--- src/rtl/srambus_arbiter_pkg.sv ---
// Shared constants for the SRAM bus arbiter: default widths, access-size codes and master ids.
package srambus_arbiter_pkg;

   localparam int unsigned AW_DEF          = 32;
   localparam int unsigned DW_DEF          = 32;
   localparam int unsigned MW_DEF          = 4;
   localparam int unsigned OUTSTANDING_DEF = 2;

   typedef enum logic [1:0] {
      SIZE_B = 2'd0,
      SIZE_H = 2'd1,
      SIZE_W = 2'd2
   } size_e;

   typedef enum logic {
      ID_IF  = 1'b0,
      ID_LSU = 1'b1
   } master_id_e;

endpackage

--- src/rtl/srambus_owner_fifo.sv ---
// In-order queue of master ids for accepted transactions; head names the owner of the next response.
module srambus_owner_fifo #(
   parameter int unsigned Depth = 2,
   localparam int unsigned CW   = $clog2(Depth + 1)
) (
   input  logic          clk,
   input  logic          rst_n,
   input  logic          push,
   input  logic          pop,
   input  logic          din,
   output logic          dout,
   output logic          full,
   output logic          empty,
   output logic [CW-1:0] count
);

   localparam int unsigned PW = (Depth > 1) ? $clog2(Depth) : 1;

   logic [Depth-1:0] mem_q, mem_d;
   logic [PW-1:0]    wptr_q, wptr_d, rptr_q, rptr_d;
   logic [CW-1:0]    count_q, count_d;
   logic             do_push, do_pop;

   function automatic logic [PW-1:0] wrap_inc(input logic [PW-1:0] p);
      return (p == PW'(Depth - 1)) ? '0 : p + 1'b1;
   endfunction

   assign full    = (count_q == CW'(Depth));
   assign empty   = (count_q == '0);
   assign count   = count_q;
   assign dout    = mem_q[rptr_q];
   assign do_push = push & ~full;
   assign do_pop  = pop & ~empty;

   always_comb begin
      mem_d   = mem_q;
      wptr_d  = wptr_q;
      rptr_d  = rptr_q;
      count_d = count_q + CW'(do_push) - CW'(do_pop);
      if (do_push) begin
         mem_d[wptr_q] = din;
         wptr_d        = wrap_inc(wptr_q);
      end
      if (do_pop) begin
         rptr_d = wrap_inc(rptr_q);
      end
   end

   always_ff @(posedge clk) begin
      if (!rst_n) begin
         mem_q   <= '0;
         wptr_q  <= '0;
         rptr_q  <= '0;
         count_q <= '0;
      end else begin
         mem_q   <= mem_d;
         wptr_q  <= wptr_d;
         rptr_q  <= rptr_d;
         count_q <= count_d;
      end
   end

endmodule

--- src/rtl/srambus_arbiter.sv ---
// Two-master round-robin arbiter onto one split-handshake SRAM port; responses are routed
// back to their issuer through an in-order owner queue.
module srambus_arbiter
   import srambus_arbiter_pkg::*;
#(
   parameter int unsigned AW          = AW_DEF,
   parameter int unsigned DW          = DW_DEF,
   parameter int unsigned MW          = MW_DEF,
   parameter int unsigned OUTSTANDING = OUTSTANDING_DEF
) (
   input  logic          clk,
   input  logic          rst_n,
   input  logic          m0_req,
   input  logic          m0_we,
   input  logic [1:0]    m0_size,
   input  logic [AW-1:0] m0_addr,
   input  logic [DW-1:0] m0_wdata,
   input  logic [MW-1:0] m0_wem,
   output logic          m0_addr_ok,
   output logic          m0_data_ok,
   output logic [DW-1:0] m0_rdata,
   input  logic          m1_req,
   input  logic          m1_we,
   input  logic [1:0]    m1_size,
   input  logic [AW-1:0] m1_addr,
   input  logic [DW-1:0] m1_wdata,
   input  logic [MW-1:0] m1_wem,
   output logic          m1_addr_ok,
   output logic          m1_data_ok,
   output logic [DW-1:0] m1_rdata,
   output logic          s_req,
   output logic          s_we,
   output logic [1:0]    s_size,
   output logic [AW-1:0] s_addr,
   output logic [DW-1:0] s_wdata,
   output logic [MW-1:0] s_wem,
   input  logic          s_addr_ok,
   input  logic          s_data_ok,
   input  logic [DW-1:0] s_rdata,
   output logic          err
);

   localparam int unsigned CW = $clog2(OUTSTANDING + 1);

   master_id_e    rr_last_q, rr_last_d, winner;
   logic          err_q, err_d;
   logic          gnt_vld, accept, resp;
   logic          q_full, q_empty, owner;
   logic [CW-1:0] q_count;

   srambus_owner_fifo #(
      .Depth (OUTSTANDING)
   ) u_owner_fifo (
      .clk   (clk),
      .rst_n (rst_n),
      .push  (accept),
      .pop   (resp),
      .din   (winner),
      .dout  (owner),
      .full  (q_full),
      .empty (q_empty),
      .count (q_count)
   );

   // Grant depends only on requests, queue occupancy and rr_last, never on data_ok.
   always_comb begin
      gnt_vld = rst_n & ~q_full & (m0_req | m1_req);
      if (m0_req & m1_req) begin
         winner = (rr_last_q == ID_IF) ? ID_LSU : ID_IF;
      end else if (m1_req) begin
         winner = ID_LSU;
      end else begin
         winner = ID_IF;
      end

      s_req   = 1'b0;
      s_we    = 1'b0;
      s_size  = '0;
      s_addr  = '0;
      s_wdata = '0;
      s_wem   = '0;
      if (gnt_vld) begin
         s_req = 1'b1;
         if (winner == ID_LSU) begin
            s_we    = m1_we;
            s_size  = m1_size;
            s_addr  = m1_addr;
            s_wdata = m1_wdata;
            s_wem   = m1_wem;
         end else begin
            s_we    = m0_we;
            s_size  = m0_size;
            s_addr  = m0_addr;
            s_wdata = m0_wdata;
            s_wem   = m0_wem;
         end
      end

      accept     = s_req & s_addr_ok;
      m0_addr_ok = accept & (winner == ID_IF);
      m1_addr_ok = accept & (winner == ID_LSU);

      resp       = rst_n & s_data_ok & (q_count != '0);
      m0_data_ok = resp & (owner == ID_IF);
      m1_data_ok = resp & (owner == ID_LSU);
      m0_rdata   = m0_data_ok ? s_rdata : '0;
      m1_rdata   = m1_data_ok ? s_rdata : '0;

      rr_last_d  = accept ? winner : rr_last_q;
      // A response with nothing outstanding is a slave protocol violation; latch it.
      err_d      = err_q | (s_data_ok & q_empty);
   end

   assign err = err_q;

   always_ff @(posedge clk) begin
      if (!rst_n) begin
         rr_last_q <= ID_IF;
         err_q     <= 1'b0;
      end else begin
         rr_last_q <= rr_last_d;
         err_q     <= err_d;
      end
   end

endmodule

--- config.mk ---
export PLATFORM = sky130hd
export DESIGN_NAME = srambus_arbiter
export DESIGN_NICKNAME = d
export VERILOG_FILES = /design/src/rtl/srambus_arbiter_pkg.sv /design/src/rtl/srambus_owner_fifo.sv /design/src/rtl/srambus_arbiter.sv
export SDC_FILE = /design/constraint.sdc
export NUM_CORES = 1
export LEC_CHECK = 0
export CAP_MARGIN = 20
export CORE_AREA = 2 2 124 126
export DETAILED_ROUTE_END_ITERATION = 6
export DIE_AREA = 0 0 126 128
export MAX_ROUTING_LAYER = met4
export PLACE_DENSITY = 0.56
export RECOVER_POWER = 50
export SLEW_MARGIN = 20
export SYNTH_ARGS = -nofsm -noshare
export SYNTH_HDL_FRONTEND = slang
export SYNTH_SLANG_ARGS = --single-unit
--- constraint.sdc ---
create_clock -name clk -period 1.6 [get_ports clk]
set_input_delay 0.24 -clock clk [delete_from_list [all_inputs] [get_ports clk]]
set_output_delay 0.24 -clock clk [all_outputs]
set_load 0.05 [all_outputs]
==> run_results.csv <==
group,metric,value,unit
status,status,"finished with violations",
status,violations,"negative setup slack",
global_routing,grt.met3_usage,4.299,%
timing,min_period,1.840,ns
synth,syn-instance-count,391,
global_routing,antenna_found_initial,0,
power,power_frac_comb,86.3,%
critical_path,reg2reg_depth,6,
power,power,0.004966,W
final_layout,area_growth,326.0,%
drt,wire_per_inst,21.00,um
drt,firstDrtPassIters,4,
critical_path,rr_endpoint,"u_owner_fifo.count[1]",
critical_path,cp-start-kind,"register",
synth,ys.flop_type,"dfxtp_1",
place,place.gp.congestion,0.8666,
floorplanning,coreArea,0.01486,mm2
critical_path,worstPathRequired,1.36,ns
timing,timing.final.ws_setup,-0.2400,ns
global_routing,grt-ovfl-total,0,
critical_path,crit-reg2reg-launch,"u_owner_fifo.count[0]",
timing,finalCritPeriodShare,115.0,%
run,maxCapViolCount,0,
timing,finalSetupViolations,139,
floorplanning,die_area,0.01613,mm2
power,switching_share,47.16,%
final_layout,drive_gt1_share,59.32,%
power,p_switching,0.002342,W
power,power_density,516.1,mW/mm2
synth,synth_common_cells,"nand2_1, a21oi_1, nor2_2",
critical_path,critical_path_class,"reg -> out",
synth,synth_most_common_cell,"nand2_1",
clock_tree,cts.sinks,8,
power,power_frac_clock,8.5,%
min_path,min_from,"rst_n",
power,ir_drop,290.4,uV
timing,fmax,543.5,MHz
timing,tns,-19.63,ns
synth,synth_edf_count,0,
place,place_hpwl,12.20,mm
floorplanning,fp.dieH,128,um
power,power.leakage,3.589,nW
global_routing,grt_pass1_wl,26.65,mm
synth,ys_seq_area_share,7.091,%
synth,synthesis.area,0.002258,mm2
synth,yosysTopAreaCell,"nand2_1",
global_routing,top_usage_layer,"met2",
timing,relSlewSlack,76.47,%
clock_tree,numCtsBuffers,3,
critical_path,critPathArrivalTime,1.60,ns
timing,rsz0062_at_grt,"true",
floorplanning,io_pins,321,
clock_tree,clkLatencyLatePin,0.23,ns
synth,yosysTopAreaCellShare,26.26,%
min_path,hold_depth,2,
floorplanning,start_util,15.19,%
synth,synth-async-reset-ratio,0,%
global_routing,grt_start_max_net_pins,24,
drt,drc,0,
timing,worst_slew_pin_slew,0.3493,ns
min_path,hp-class,"in -> reg",
synth,yosys-top-cells-area,"nand2_1, a21oi_1, nor2_2",
synth,ys_ff_latch,8,
final_layout,antenna_cells,0,
critical_path,rrSetupSlack,0.02,ns
final_layout,n_fill_cell,1081,
global_routing,track_usage,21.79,%
power,p_int,0.002624,W
final_layout,final_nets,945,
synth,synth_nets,572,
floorplanning,die_w,126,um
place,portBuffers,320,
timing,maxSlewViolCount,0,
drt,dr_total_vias,4386,
synth,ys.warnings.count,0,
synth,syn_area_per_cell,5.776,um2
timing,hold_viol_final,0,
synth,yosysUniqueCellTypes,32,
drt,vias_per_cell,4.617,
min_path,holdPathEnd,"err",
drt,drt_first_iter_violations,119,
clock_tree,cts_max_level,1,
clock_tree,cts_tree,"done",
drt,ant_nets,0,
power,seqPwrFrac,5.3,%
clock_tree,cts_hold_buf,0,
clock_tree,clk_pin_slew,0.04,ns
floorplanning,rows,45,
clock_tree,clock-root-buffer,"clkbuf_16",
clock_tree,clockBufferDepth,2,
global_routing,use_met1,22.61,%
timing,skew,0.003506,ns
global_routing,grtUsageMet2,41.97,%
drt,wl,19.95,mm
critical_path,endpoint_kind,"output port",
critical_path,worstPathMaxFanout,5,
global_routing,grt_pass1_vias,4681,
-- cell families after synthesis --
kind of cell	synth area share, %
xor+xnor	0.7758
simple gates	55.57
mux	2.715
flops	7.091
buf+inv	12.08
fa+ha+maj	0.5539
compound gates	21.22
-- critical path: stages, from the launching register on --
cell,delay (ns)
dfxtp_4,0.35
a21boi_4,0.16
buf_12,0.15
buf_12,0.11
buf_12,0.11
nand2_4,0.04
a21oi_2,0.16
buf_4,0.14
buf_12,0.13
-- registers in the layout (all words and copies together), names as in the netlist --
name / count
u_owner_fifo.wptr_q: 1
u_owner_fifo.count: 2
rr_last_q: 1
err: 1
u_owner_fifo.rptr_q: 1
u_owner_fifo.mem_q: 2
-- per-layer routing --
metal / routed length, um / up-vias / share of wire (%)
li1: - / 2001 / -
met4: 782 / 0 / 3.9
met5: 0 / - / 0
met2: 11010 / 265 / 55
met3: 1342 / 45 / 6.7
met1: 6813 / 2075 / 34
-- metrics by stage --
step | area, um2 | std cells | setup slack, ns | utilization (%) | hold slack, ns
finish | 9622 | 950 | -0.2400 | 64.73 | 0.4314
global route | 9622 | 950 | -0.3011 | 64.73 | 0.4260
CTS | 9049 | 944 | -0.2220 | 60.88 | 0.3868
detailed placement | 7393 | 901 | -0.5243 | 49.74 | 0.4747
global placement | 7393 | 901 | -0.5142 | 49.74 | 0.4652
floorplan | 2415 | 391 | -0.2382 | - | 0.4028
-- final cells by class --
| type | instances | area (um2) | share of cell area [%] |
|---|---|---|---|
| Sequential cell | 8 | 168.9 | 1.756 |
| Multi-Input combinational cell | 348 | 3307 | 34.37 |
| Timing Repair Buffer | 401 | 5826 | 60.55 |
| Clock buffer | 3 | 75.07 | 0.7802 |
| Tap cell | 188 | 235.2 | 2.445 |
| Inverter | 2 | 10.01 | 0.1040 |
-- how the worst max path moves through the flow --
| stage | from | end | slack (ns) |
|---|---|---|---|
| floorplan | u_owner_fifo.count[0] | s_addr[10] | -0.24 |
| global placement | m0_req | s_addr[21] | -0.51 |
| detailed placement | m0_req | s_addr[21] | -0.52 |
| CTS | rr_last_q | s_wdata[16] | -0.22 |
| global route | rr_last_q | s_addr[14] | -0.30 |
| finish | rr_last_q | s_addr[14] | -0.24 |
-- timing repair --
action                     CTS  global route
hold endpoints to repair     0             0
setup endpoints to repair  141           142
pin swaps                   55            88
buffers inserted            26             7
gates resized for setup    228           108
gates cloned                15            11
-- power groups by stage --
stage | clock network (W) | logic, W | registers, W
after floorplan | 0 | 0.00146 | 0.000267
after global placement | 0 | 0.00314 | 0.000253
after detailed placement | 0 | 0.00316 | 0.000256
after CTS | 0.000429 | 0.00401 | 0.000261
after global routing | 0.000442 | 0.00443 | 0.000266
final | 0.000420 | 0.00428 | 0.000261
-- cell usage in the layout (no fill, tap or decap), types with 4 or more instances in the layout --
cell type and n:
a21oi_2 28, dfxtp_1 5, buf_16 5, nand2_4 23, nand2_2 25, nor2_4 65, nand2_1 109, clkbuf_16 11
a21oi_4 43, buf_4 25, buf_8 7, buf_6 12, mux2i_1 4, buf_12 163, nand2_8 23, clkdlybuf4s50_1 175
(Power assumes the default switching activity.)
